==> config.mk <==
export PLATFORM = sky130hd
export DESIGN_NAME = data_mem_responder_flat
export DESIGN_NICKNAME = d
export VERILOG_FILES = /design/src/rtl/dmem_pkg.sv /design/src/rtl/data_mem_responder_if.sv /design/src/rtl/data_mem_responder_lane_merge.sv /design/src/rtl/data_mem_responder.sv /design/src/flat_wrapper.sv
export SDC_FILE = /design/constraint.sdc
export NUM_CORES = 1
export LEC_CHECK = 0
export BUFFER_PORTS_ARGS = -buffer_cell sky130_fd_sc_hd__buf_4
export CAP_MARGIN = 15
export CORE_MARGIN = 3
export CORE_UTILIZATION = 31
export DETAILED_ROUTE_END_ITERATION = 16
export SYNTH_ARGS = -nofsm -noshare
export SYNTH_HDL_FRONTEND = slang
export SYNTH_SLANG_ARGS = --single-unit
==> constraint.sdc <==
create_clock -name clk -period 6.1 [get_ports clk]
set_input_delay 1.22 -clock clk [delete_from_list [all_inputs] [get_ports clk]]
set_output_delay 1.22 -clock clk [all_outputs]
set_load 0.01 [all_outputs]
==> src/rtl/dmem_pkg.sv <==
// Shared types and helpers for the data-memory responder: access sizes,
// FSM states and the natural-alignment rule.
package dmem_pkg;

    localparam int DEFAULT_MEM_AW = 16;

    typedef enum logic [1:0] {
        SZ_B = 2'd0,
        SZ_H = 2'd1,
        SZ_W = 2'd2,
        SZ_D = 2'd3
    } sizeT;

    typedef enum logic [2:0] {
        IDLE  = 3'd0,
        RD_LO = 3'd1,
        RD_HI = 3'd2,
        CAP   = 3'd3,
        WR_LO = 3'd4,
        WR_HI = 3'd5,
        RSP   = 3'd6,
        ERR   = 3'd7
    } stateT;

    // Natural alignment: an access of 2^n bytes needs the low n address bits clear.
    function automatic logic isAligned(input sizeT size, input logic [2:0] addrLow);
        logic ok;
        case (size)
            SZ_B:    ok = 1'b1;
            SZ_H:    ok = (addrLow[0] == 1'b0);
            SZ_W:    ok = (addrLow[1:0] == 2'b00);
            default: ok = (addrLow == 3'b000);
        endcase
        return ok;
    endfunction

endpackage

==> src/rtl/data_mem_responder_if.sv <==
// Core-side request/response bus of the data-memory responder.
// Handshake: a request transfers on a rising edge where req_valid and
// req_ready are both 1; req_ready is high only while the responder is idle.
// The response is a single-cycle rsp_valid pulse; rsp_rdata/rsp_err are
// meaningful while it is high and hold their value until the next response.
interface data_mem_responder_if;
    logic        req_valid;
    logic        req_ready;
    logic        req_write;
    logic [1:0]  req_size;
    logic [63:0] req_addr;
    logic [63:0] req_wdata;
    logic        rsp_valid;
    logic [63:0] rsp_rdata;
    logic        rsp_err;

    modport master (
        output req_valid, req_write, req_size, req_addr, req_wdata,
        input  req_ready, rsp_valid, rsp_rdata, rsp_err
    );

    modport slave (
        input  req_valid, req_write, req_size, req_addr, req_wdata,
        output req_ready, rsp_valid, rsp_rdata, rsp_err
    );
endinterface

==> src/rtl/data_mem_responder_lane_merge.sv <==
// Combinational byte-lane logic: pulls a zero-extended byte/half/word out of a
// memory word, and inserts new store data into a word leaving other bytes intact.
module lane_merge
    import dmem_pkg::*;
(
    input  logic [31:0] oldWord,
    input  logic [31:0] newData,
    input  sizeT        size,
    input  logic [1:0]  offset,
    output logic [31:0] extractVal,
    output logic [31:0] mergedWord
);

    // Extract the addressed lane, zero-extended; sign extension is the core's job.
    always_comb begin
        extractVal = 32'd0;
        case (size)
            SZ_B:    extractVal = {24'd0, oldWord[{offset, 3'b000} +: 8]};
            SZ_H:    extractVal = {16'd0, oldWord[{offset[1], 4'b0000} +: 16]};
            default: extractVal = oldWord;
        endcase
    end

    // Overwrite only the addressed lane of the old word with the low store bits.
    always_comb begin
        mergedWord = oldWord;
        case (size)
            SZ_B:    mergedWord[{offset, 3'b000} +: 8]    = newData[7:0];
            SZ_H:    mergedWord[{offset[1], 4'b0000} +: 16] = newData[15:0];
            default: mergedWord = newData;
        endcase
    end

endmodule

==> src/rtl/data_mem_responder.sv <==
// Memory-side responder for the core's data port. Runs one load/store at a
// time against a 32-bit synchronous-read memory: doublewords become two word
// accesses, sub-word stores become read-modify-write.
module data_mem_responder
    import dmem_pkg::*;
#(
    parameter int MEM_AW = DEFAULT_MEM_AW
) (
    input  logic                 clk,
    input  logic                 rst,
    data_mem_responder_if.slave  bus,
    output logic [MEM_AW-1:0]    mem_raddr,
    input  logic [31:0]          mem_rdata,
    output logic [MEM_AW-1:0]    mem_waddr,
    output logic [31:0]          mem_wdata,
    output logic                 mem_wr,
    output stateT                dbgState
);

    stateT              stateQ, stateD;
    logic               reqWriteQ;
    sizeT               reqSizeQ;
    logic [MEM_AW+1:0]  addrQ;
    logic [63:0]        wdataQ;
    logic [31:0]        loWordQ;
    logic [31:0]        mergedQ;
    logic [63:0]        rspRdataQ;
    logic               rspErrQ;

    logic               accept;
    sizeT               inSize;
    logic               inAligned;
    logic [MEM_AW-1:0]  wordIdx;
    logic [MEM_AW-1:0]  wordIdxHi;
    logic [31:0]        extractVal;
    logic [31:0]        mergedWord;
    logic [63:0]        loadResult;
    logic               unusedAddrBits;

    assign inSize    = sizeT'(bus.req_size);
    assign inAligned = isAligned(inSize, bus.req_addr[2:0]);
    assign accept    = (stateQ == IDLE) && bus.req_valid;

    // Address bits above the memory size are ignored, so accesses wrap.
    assign unusedAddrBits = ^bus.req_addr[63:MEM_AW+2];

    assign wordIdx   = addrQ[MEM_AW+1:2];
    assign wordIdxHi = wordIdx + {{(MEM_AW-1){1'b0}}, 1'b1};

    lane_merge u_lane_merge (
        .oldWord    (mem_rdata),
        .newData    (wdataQ[31:0]),
        .size       (reqSizeQ),
        .offset     (addrQ[1:0]),
        .extractVal (extractVal),
        .mergedWord (mergedWord)
    );

    // Doubleword loads combine the earlier low word with the word arriving now.
    assign loadResult = (reqSizeQ == SZ_D) ? {mem_rdata, loWordQ} : {32'd0, extractVal};

    // State register plus captured request, read data and response registers.
    always_ff @(posedge clk) begin
        if (rst) begin
            stateQ    <= IDLE;
            reqWriteQ <= 1'b0;
            reqSizeQ  <= SZ_B;
            addrQ     <= '0;
            wdataQ    <= 64'd0;
            loWordQ   <= 32'd0;
            mergedQ   <= 32'd0;
            rspRdataQ <= 64'd0;
            rspErrQ   <= 1'b0;
        end else begin
            stateQ <= stateD;
            if (accept) begin
                reqWriteQ <= bus.req_write;
                reqSizeQ  <= inSize;
                addrQ     <= bus.req_addr[MEM_AW+1:0];
                wdataQ    <= bus.req_wdata;
            end
            if (stateQ == RD_HI) begin
                loWordQ <= mem_rdata;
            end
            if (stateQ == CAP && reqWriteQ) begin
                mergedQ <= mergedWord;
            end
            // Response registers change only when a new response begins.
            if (stateD == RSP) begin
                rspRdataQ <= reqWriteQ ? 64'd0 : loadResult;
                rspErrQ   <= 1'b0;
            end else if (stateD == ERR) begin
                rspRdataQ <= 64'd0;
                rspErrQ   <= 1'b1;
            end
        end
    end

    // Next-state: sequence of read/capture/write steps per request kind.
    always_comb begin
        stateD = stateQ;
        case (stateQ)
            IDLE: begin
                if (bus.req_valid) begin
                    if (!inAligned) begin
                        stateD = ERR;
                    end else if (bus.req_write && (inSize == SZ_W || inSize == SZ_D)) begin
                        stateD = WR_LO;
                    end else begin
                        stateD = RD_LO;
                    end
                end
            end
            RD_LO:   stateD = (!reqWriteQ && reqSizeQ == SZ_D) ? RD_HI : CAP;
            RD_HI:   stateD = CAP;
            CAP:     stateD = reqWriteQ ? WR_LO : RSP;
            WR_LO:   stateD = (reqSizeQ == SZ_D) ? WR_HI : RSP;
            WR_HI:   stateD = RSP;
            RSP:     stateD = IDLE;
            ERR:     stateD = IDLE;
            default: stateD = IDLE;
        endcase
    end

    // Outputs decoded from state; rst gates strobes so an aborted op has no side effects.
    always_comb begin
        mem_raddr     = '0;
        mem_waddr     = '0;
        mem_wdata     = 32'd0;
        mem_wr        = 1'b0;
        bus.req_ready = 1'b0;
        bus.rsp_valid = 1'b0;
        case (stateQ)
            IDLE:  bus.req_ready = !rst;
            RD_LO: mem_raddr = wordIdx;
            RD_HI: mem_raddr = wordIdxHi;
            WR_LO: begin
                mem_waddr = wordIdx;
                mem_wdata = (reqSizeQ == SZ_B || reqSizeQ == SZ_H) ? mergedQ : wdataQ[31:0];
                mem_wr    = !rst;
            end
            WR_HI: begin
                mem_waddr = wordIdxHi;
                mem_wdata = wdataQ[63:32];
                mem_wr    = !rst;
            end
            RSP:     bus.rsp_valid = !rst;
            ERR:     bus.rsp_valid = !rst;
            default: ;
        endcase
    end

    assign bus.rsp_rdata = rspRdataQ;
    assign bus.rsp_err   = rspErrQ;
    assign dbgState      = stateQ;

endmodule
==> src/flat_wrapper.sv <==
// flat-port wrapper written by rule: the top's interface ports become plain ports
module data_mem_responder_flat import dmem_pkg::*;
#(
    parameter int MEM_AW = DEFAULT_MEM_AW
)
  (clk, rst, mem_raddr, mem_rdata, mem_waddr, mem_wdata, mem_wr, dbgState, bus_req_valid, bus_req_write, bus_req_size, bus_req_addr, bus_req_wdata, bus_req_ready, bus_rsp_valid, bus_rsp_rdata, bus_rsp_err);
  data_mem_responder_if bus_i ();
  input  logic clk;
  input  logic rst;
  output logic [MEM_AW-1:0] mem_raddr;
  input  logic [31:0] mem_rdata;
  output logic [MEM_AW-1:0] mem_waddr;
  output logic [31:0] mem_wdata;
  output logic mem_wr;
  output stateT dbgState;
  input wire logic [$bits(bus_i.req_valid)-1:0] bus_req_valid;
  input wire logic [$bits(bus_i.req_write)-1:0] bus_req_write;
  input wire logic [$bits(bus_i.req_size)-1:0] bus_req_size;
  input wire logic [$bits(bus_i.req_addr)-1:0] bus_req_addr;
  input wire logic [$bits(bus_i.req_wdata)-1:0] bus_req_wdata;
  output wire logic [$bits(bus_i.req_ready)-1:0] bus_req_ready;
  output wire logic [$bits(bus_i.rsp_valid)-1:0] bus_rsp_valid;
  output wire logic [$bits(bus_i.rsp_rdata)-1:0] bus_rsp_rdata;
  output wire logic [$bits(bus_i.rsp_err)-1:0] bus_rsp_err;
  assign bus_i.req_valid = bus_req_valid;
  assign bus_i.req_write = bus_req_write;
  assign bus_i.req_size = bus_req_size;
  assign bus_i.req_addr = bus_req_addr;
  assign bus_i.req_wdata = bus_req_wdata;
  assign bus_req_ready = bus_i.req_ready;
  assign bus_rsp_valid = bus_i.rsp_valid;
  assign bus_rsp_rdata = bus_i.rsp_rdata;
  assign bus_rsp_err = bus_i.rsp_err;
  data_mem_responder #(.MEM_AW(MEM_AW)) u_core (.clk(clk), .rst(rst), .bus(bus_i), .mem_raddr(mem_raddr), .mem_rdata(mem_rdata), .mem_waddr(mem_waddr), .mem_wdata(mem_wdata), .mem_wr(mem_wr), .dbgState(dbgState));
endmodule
# Yosys cells after proc, flatten, opt, wreduce, memory -nomap -nowiden
# Cells that the tools add are included.
# word_totals
reg_bits	217
out_inout_bits	135
inputBits	166
word_cells	73
# classes
bitwise	1
eq_ne	14
n_addsub	3
n_reduce_logical	17
muxes	23
shift	6
# ops
op	n
64-bit two-way mux	4
32-bit one-hot mux with 2 select lines	3
32-bit bitwise mux	2
16-bit one-hot mux with 2 select lines	2
32-bit two-way mux	1
16-bit by 7-bit variable shift with 32-bit output (first input constant)	1
8-bit by 7-bit variable shift with 32-bit output (first input constant)	1
16-bit by 7-bit variable part select with 32-bit output	1
32-bit by 6-bit variable part select with 16-bit output	1
32-bit by 6-bit variable part select with 8-bit output	1
8-bit by 7-bit variable part select with 32-bit output	1
3-bit one-hot mux with 7 select lines	1
3-bit equality test (second input constant)	6
16-bit by 1-bit adder with 16-bit output (second input constant)	1
5-bit negator with 7-bit output	2
3-bit two-way mux	3
2-bit equality test (second input constant)	3
3-bit by 2-bit equality test with 1-bit output (second input constant)	2
2-bit zero test	3
3-bit zero test	2
2-bit OR reduction	3
2-bit by 1-bit equality test with 1-bit output (second input constant)	2
1-bit logical AND	4
1-bit two-way mux	4
7 further kinds	10

# Depth between registers and ports, before layout
# logic_depth
depth_word	10
mapped_depth	8
mapped_depth_nobuf	6

# Cells and area by module
# Synthesis repeated with hierarchy kept, for this count alone.
# unflattened
hier_cells	1505
area_unflattened_um2	11467.2
# by_module_without_submodules
module	cells_each	seq_area_each_um2	area_per_inst_um2	instances
data_mem_responder	1287	4344.2	9953.3	1
lane_merge	218	0.0	1514.0	1

# Least setup slack after synthesis
# No wires, ideal clock.
# synth_path
kind	input-to-output
from	input port rst
to	output port bus_req_ready
path_buffers	2
path_slack_ns	2.985
stages	3
t_arrival_ns	1.895
required_time_ns	4.880
path_cell_list	clkbuf_1 clkbuf_1 nor4_1
# synth_between
elab_chain_cells	2
# synth_rtl
element	line	text
from (decl)	flat_wrapper.sv:9	input logic rst;
1-bit zero test	data_mem_responder.sv:134	IDLE: bus.req_ready = !rst;
1-bit two-way mux	data_mem_responder.sv:133	case (stateQ)
to (decl)	flat_wrapper.sv:21	output wire logic [$bits(bus_i.req_ready)-1:0] bus_req_ready;
# Every way passes these cells.

# Worst setup path in the final report
# layout_path
from	input port rst
to	output port bus_rsp_valid
# layout_between
elab_chain_cells	2
# layout_rtl
element	line	text
1-bit zero test	data_mem_responder.sv:147, data_mem_responder.sv:148	
1-bit two-way mux	n/a	
to (decl)	flat_wrapper.sv:22	output wire logic [$bits(bus_i.rsp_valid)-1:0] bus_rsp_valid;
# Every way passes these cells.

==> results.sh <==
export IMPL_worst_slew_pin_slew_ns=1.19
export IMPL_antenna_found_initial=0
export IMPL_start_util_pct=31.6
export IMPL_dp_hpwl_um=27800
export IMPL_hold_class="reg -> reg"
export IMPL_routedWlPerCell_um=20.0
export IMPL_die_area_um2=36600
export IMPL_path_cells="buf_4, inv_1, and3_1, buf_4"
export IMPL_syn_inst=1357
export IMPL_syn_nets=1529
export IMPL_grt_max_degree=88
export IMPL_cts_root_buf="clkbuf_16"
export IMPL_drc=0
export IMPL_grt_pass1_vias=9966
export IMPL_min_period_ns=4.26
export IMPL_grt_pass1_wl_um=59100
export IMPL_required_ns=4.88
export IMPL_cts_tree="yes"
export IMPL_fin_area_um2=13600
export IMPL_cp_max_fo=54
export IMPL_hold_buffers=0
export IMPL_yosysUniqueCellTypes=58
export IMPL_rr_worst_depth=6
export IMPL_syn_area_um2=10700
export IMPL_crit_path_end_kind="output pin"
export IMPL_ant_nets=0
export IMPL_place_area_um2=12700
export IMPL_synth_edf_count=0
export IMPL_synth_seq_area_share_pct=40.8
export IMPL_p_leak_nw=5.19
export IMPL_use_met2_pct=33.6
export IMPL_grt_usage_pct=20.5
export IMPL_numCtsBuffers=25
export IMPL_hold_viol=0
export IMPL_p_per_area_nw_per_um2=349
export IMPL_n_antenna_cell=0
export IMPL_critPathLaunchType="primary input"
export IMPL_row_count=67
export IMPL_first_pass_iters=5
export IMPL_syn_area_per_cell_um2=7.85
export IMPL_overflow=0
export IMPL_fin_skew_ns=0.00854
export IMPL_core_area_um2=33700
export IMPL_cts_resized=0
export IMPL_drtIter0Drc=948
export IMPL_top_usage_layer="met2"
export IMPL_cp_arrival_ns=3.04
export IMPL_fin_crit_sh_pct=69.8
export IMPL_yosysTopAreaCell="dfxtp_1"
export IMPL_pin_count=301
export IMPL_grt_util_met1_pct=27.8
export IMPL_ys_ff_latch=217
export IMPL_htreeDepth=1
export IMPL_setup_viol=0
export IMPL_max_vdd_ir_drop_mv=0.209
export IMPL_ys_warnings_count=0
export IMPL_clock_sinks=217
export IMPL_wl_um=39900
export IMPL_maxCapViolations=0
export IMPL_layout_nets=1705
export IMPL_finalSetupTns_ns=0
export IMPL_layout_drive_gt1_share_pct=21.5
export IMPL_min_path_cells=2
export IMPL_status="finished clean"
export IMPL_chipWidth_um=191
export IMPL_port_buffers=254
export IMPL_clk_pin_slew_ns=0.06
export IMPL_route_vias_total=10700
export IMPL_timing_worst_setup_path_type="in -> out"
export IMPL_use_met3_pct=2.53
export IMPL_vias_per_cell=5.37
export IMPL_cts_setup_buffers=0
export IMPL_ys_async_sr_fraction_pct=0
export IMPL_gp_congestion=0.897
export IMPL_max_stage_delay_ns=0.70
export IMPL_die_y_um=191
export IMPL_rsz0062_at_grt="no"
export IMPL_yosysTopAreaCellShare_pct=40.8
export IMPL_clock_latency_ns=0.52
export IMPL_crit_top_cell="buf_4"
export IMPL_synthTopCellsByArea="dfxtp_1 41%, a21oi_1 10%, nand2_1 10%, a22o_1 6.0%, mux2i_1 5.1%"
export IMPL_fmax_mhz=235
export IMPL_cpMaxStageDelayCell="inv_1"
export IMPL_yosys_most_used_dff="dfxtp_1"
export IMPL_area_growth_pct=27.2
export IMPL_final_max_slew_viol_count=0
export IMPL_clockBufferDepth=3
export IMPL_slew_headroom_pct=20.3
[through the flow]
stage                     power, mW  worst slack [ns]  instances  util (%)  hold slack (ns)
after floorplan                2.74              2.98       1357         -            0.432
after global placement         3.21              1.84       1954      37.8            0.438
after detailed placement       3.23              1.84       1954      37.8            0.443
final                          4.73              1.84       1999      40.2            0.451
after global routing           4.99              1.77       1999      40.2            0.474
after CTS                      4.76              1.84       1999      40.2            0.451
[synth_stat cells (3+ instances only)]
cell and n:
o22ai_1 3, clkbuf_1 48, a211oi_1 3, and4_1 3, nand3b_1 7, o221ai_1 5, nor2_1 76, a21oi_1 222
nor2b_1 15, o21ai_1 5, buf_4 5, a31oi_1 9, mux2i_1 54, or2_2 3, nand2_1 295, o2bb2ai_1 21
ha_1 6, xnor2_1 5, nor3_1 3, dfxtp_1 217, o31ai_1 4, inv_1 7, mux2_2 8, and2_1 4
a22o_1 73, and3_1 4, a221oi_1 16, nand4_1 7, xor2_1 11, and4b_1 3, a32o_1 3, nand2b_1 32
buf_1 14, buf_2 52, nand3_1 11, o21ai_0 77
[registers in the layout, indices dropped and copies added (netlist names)]
| name | cells |
|---|---|
| u_core.bus.rsp_rdata | 64 |
| u_core.mergedQ | 32 |
| u_core.loWordQ | 32 |
| u_core.dbgState | 3 |
| u_core.bus.rsp_err | 1 |
| u_core.wdataQ | 64 |
| u_core.reqSizeQ | 2 |
| u_core.addrQ | 18 |
| u_core.reqWriteQ | 1 |
[placed cells by master, fill, tap and decap left out, types with 5 or more instances in the layout]
cell	n
o21ai_0	77
nor2b_1	15
nand4_1	7
a31oi_1	9
nand3_1	11
inv_1	7
a221oi_1	16
nand2b_1	31
nand3b_1	7
clkinv_2	5
clkbuf_1	5
o221ai_1	5
o21ai_1	5
a21oi_1	222
buf_4	268
xor2_1	11
a22o_1	73
dfxtp_1	213
mux2_2	8
mux2i_1	54
xnor2_1	5
ha_1	6
nand2_1	294
clkbuf_16	25
clkbuf_8	7
nor2_1	75
o2bb2ai_1	21
[layout make-up]
| class | instances | area [um^2] |
|---|---|---|
| Sequential cell | 217 | 4350 |
| Inverter | 8 | 30.0 |
| Tap cell | 448 | 561 |
| Fill cell | 3473 | 20100 |
| Timing Repair Buffer | 268 | 2010 |
| Multi-Input combinational cell | 1013 | 5770 |
| Clock buffer | 37 | 741 |
| Clock inverter | 8 | 92.6 |
[power breakdown]
| part | switching [mW] | total (mW) | leakage, nW | internal [mW] |
|---|---|---|---|---|
| combinational | 0.879 | 1.37 | 3.02 | 0.491 |
| clock | 0.601 | 1.52 | 0.412 | 0.920 |
| sequential | 0.243 | 1.84 | 1.76 | 1.60 |
| total | 1.72 | 4.73 | 5.19 | 3.01 |
[kinds of logic after synthesis]
| family | Yosys count | synth area share, % |
|---|---|---|
| xor gates and xnor gates | 16 | 1.32 |
| adders and majority gates | 6 | 0.705 |
| buffers and inverters | 127 | 5.26 |
| and+or+nand+nor | 476 | 19.7 |
| DFF | 217 | 40.8 |
| muxes | 62 | 5.92 |
| AOI/OAI and AO/OA | 453 | 26.3 |
[per-layer routing]
layer / part of all wire [%] / vias to the layer above
met1: 44 / 5174
met2: 47 / 372
li1: - / 5121
met4: 3.4 / 0
met5: 0 / -
met3: 5.9 / 69
[worst paths after layout]
kind / slack [ns] / to / startpoint
max: 1.84 / bus_rsp_valid / rst
min: 0.45 / u_core.loWordQ[5] / u_core.loWordQ[5]
max reg2reg: 2.70 / u_core.bus.rsp_rdata[9] / u_core.reqSizeQ[1]
min reg2reg: 0.45 / u_core.loWordQ[5] / u_core.loWordQ[5]
[critical path, delay by kind of cell]
family,cells,cell delay [ns]
buf+inv,3,1.34
simple gates,1,0.43
No activity file was read; power rests on OpenSTA's default activity.
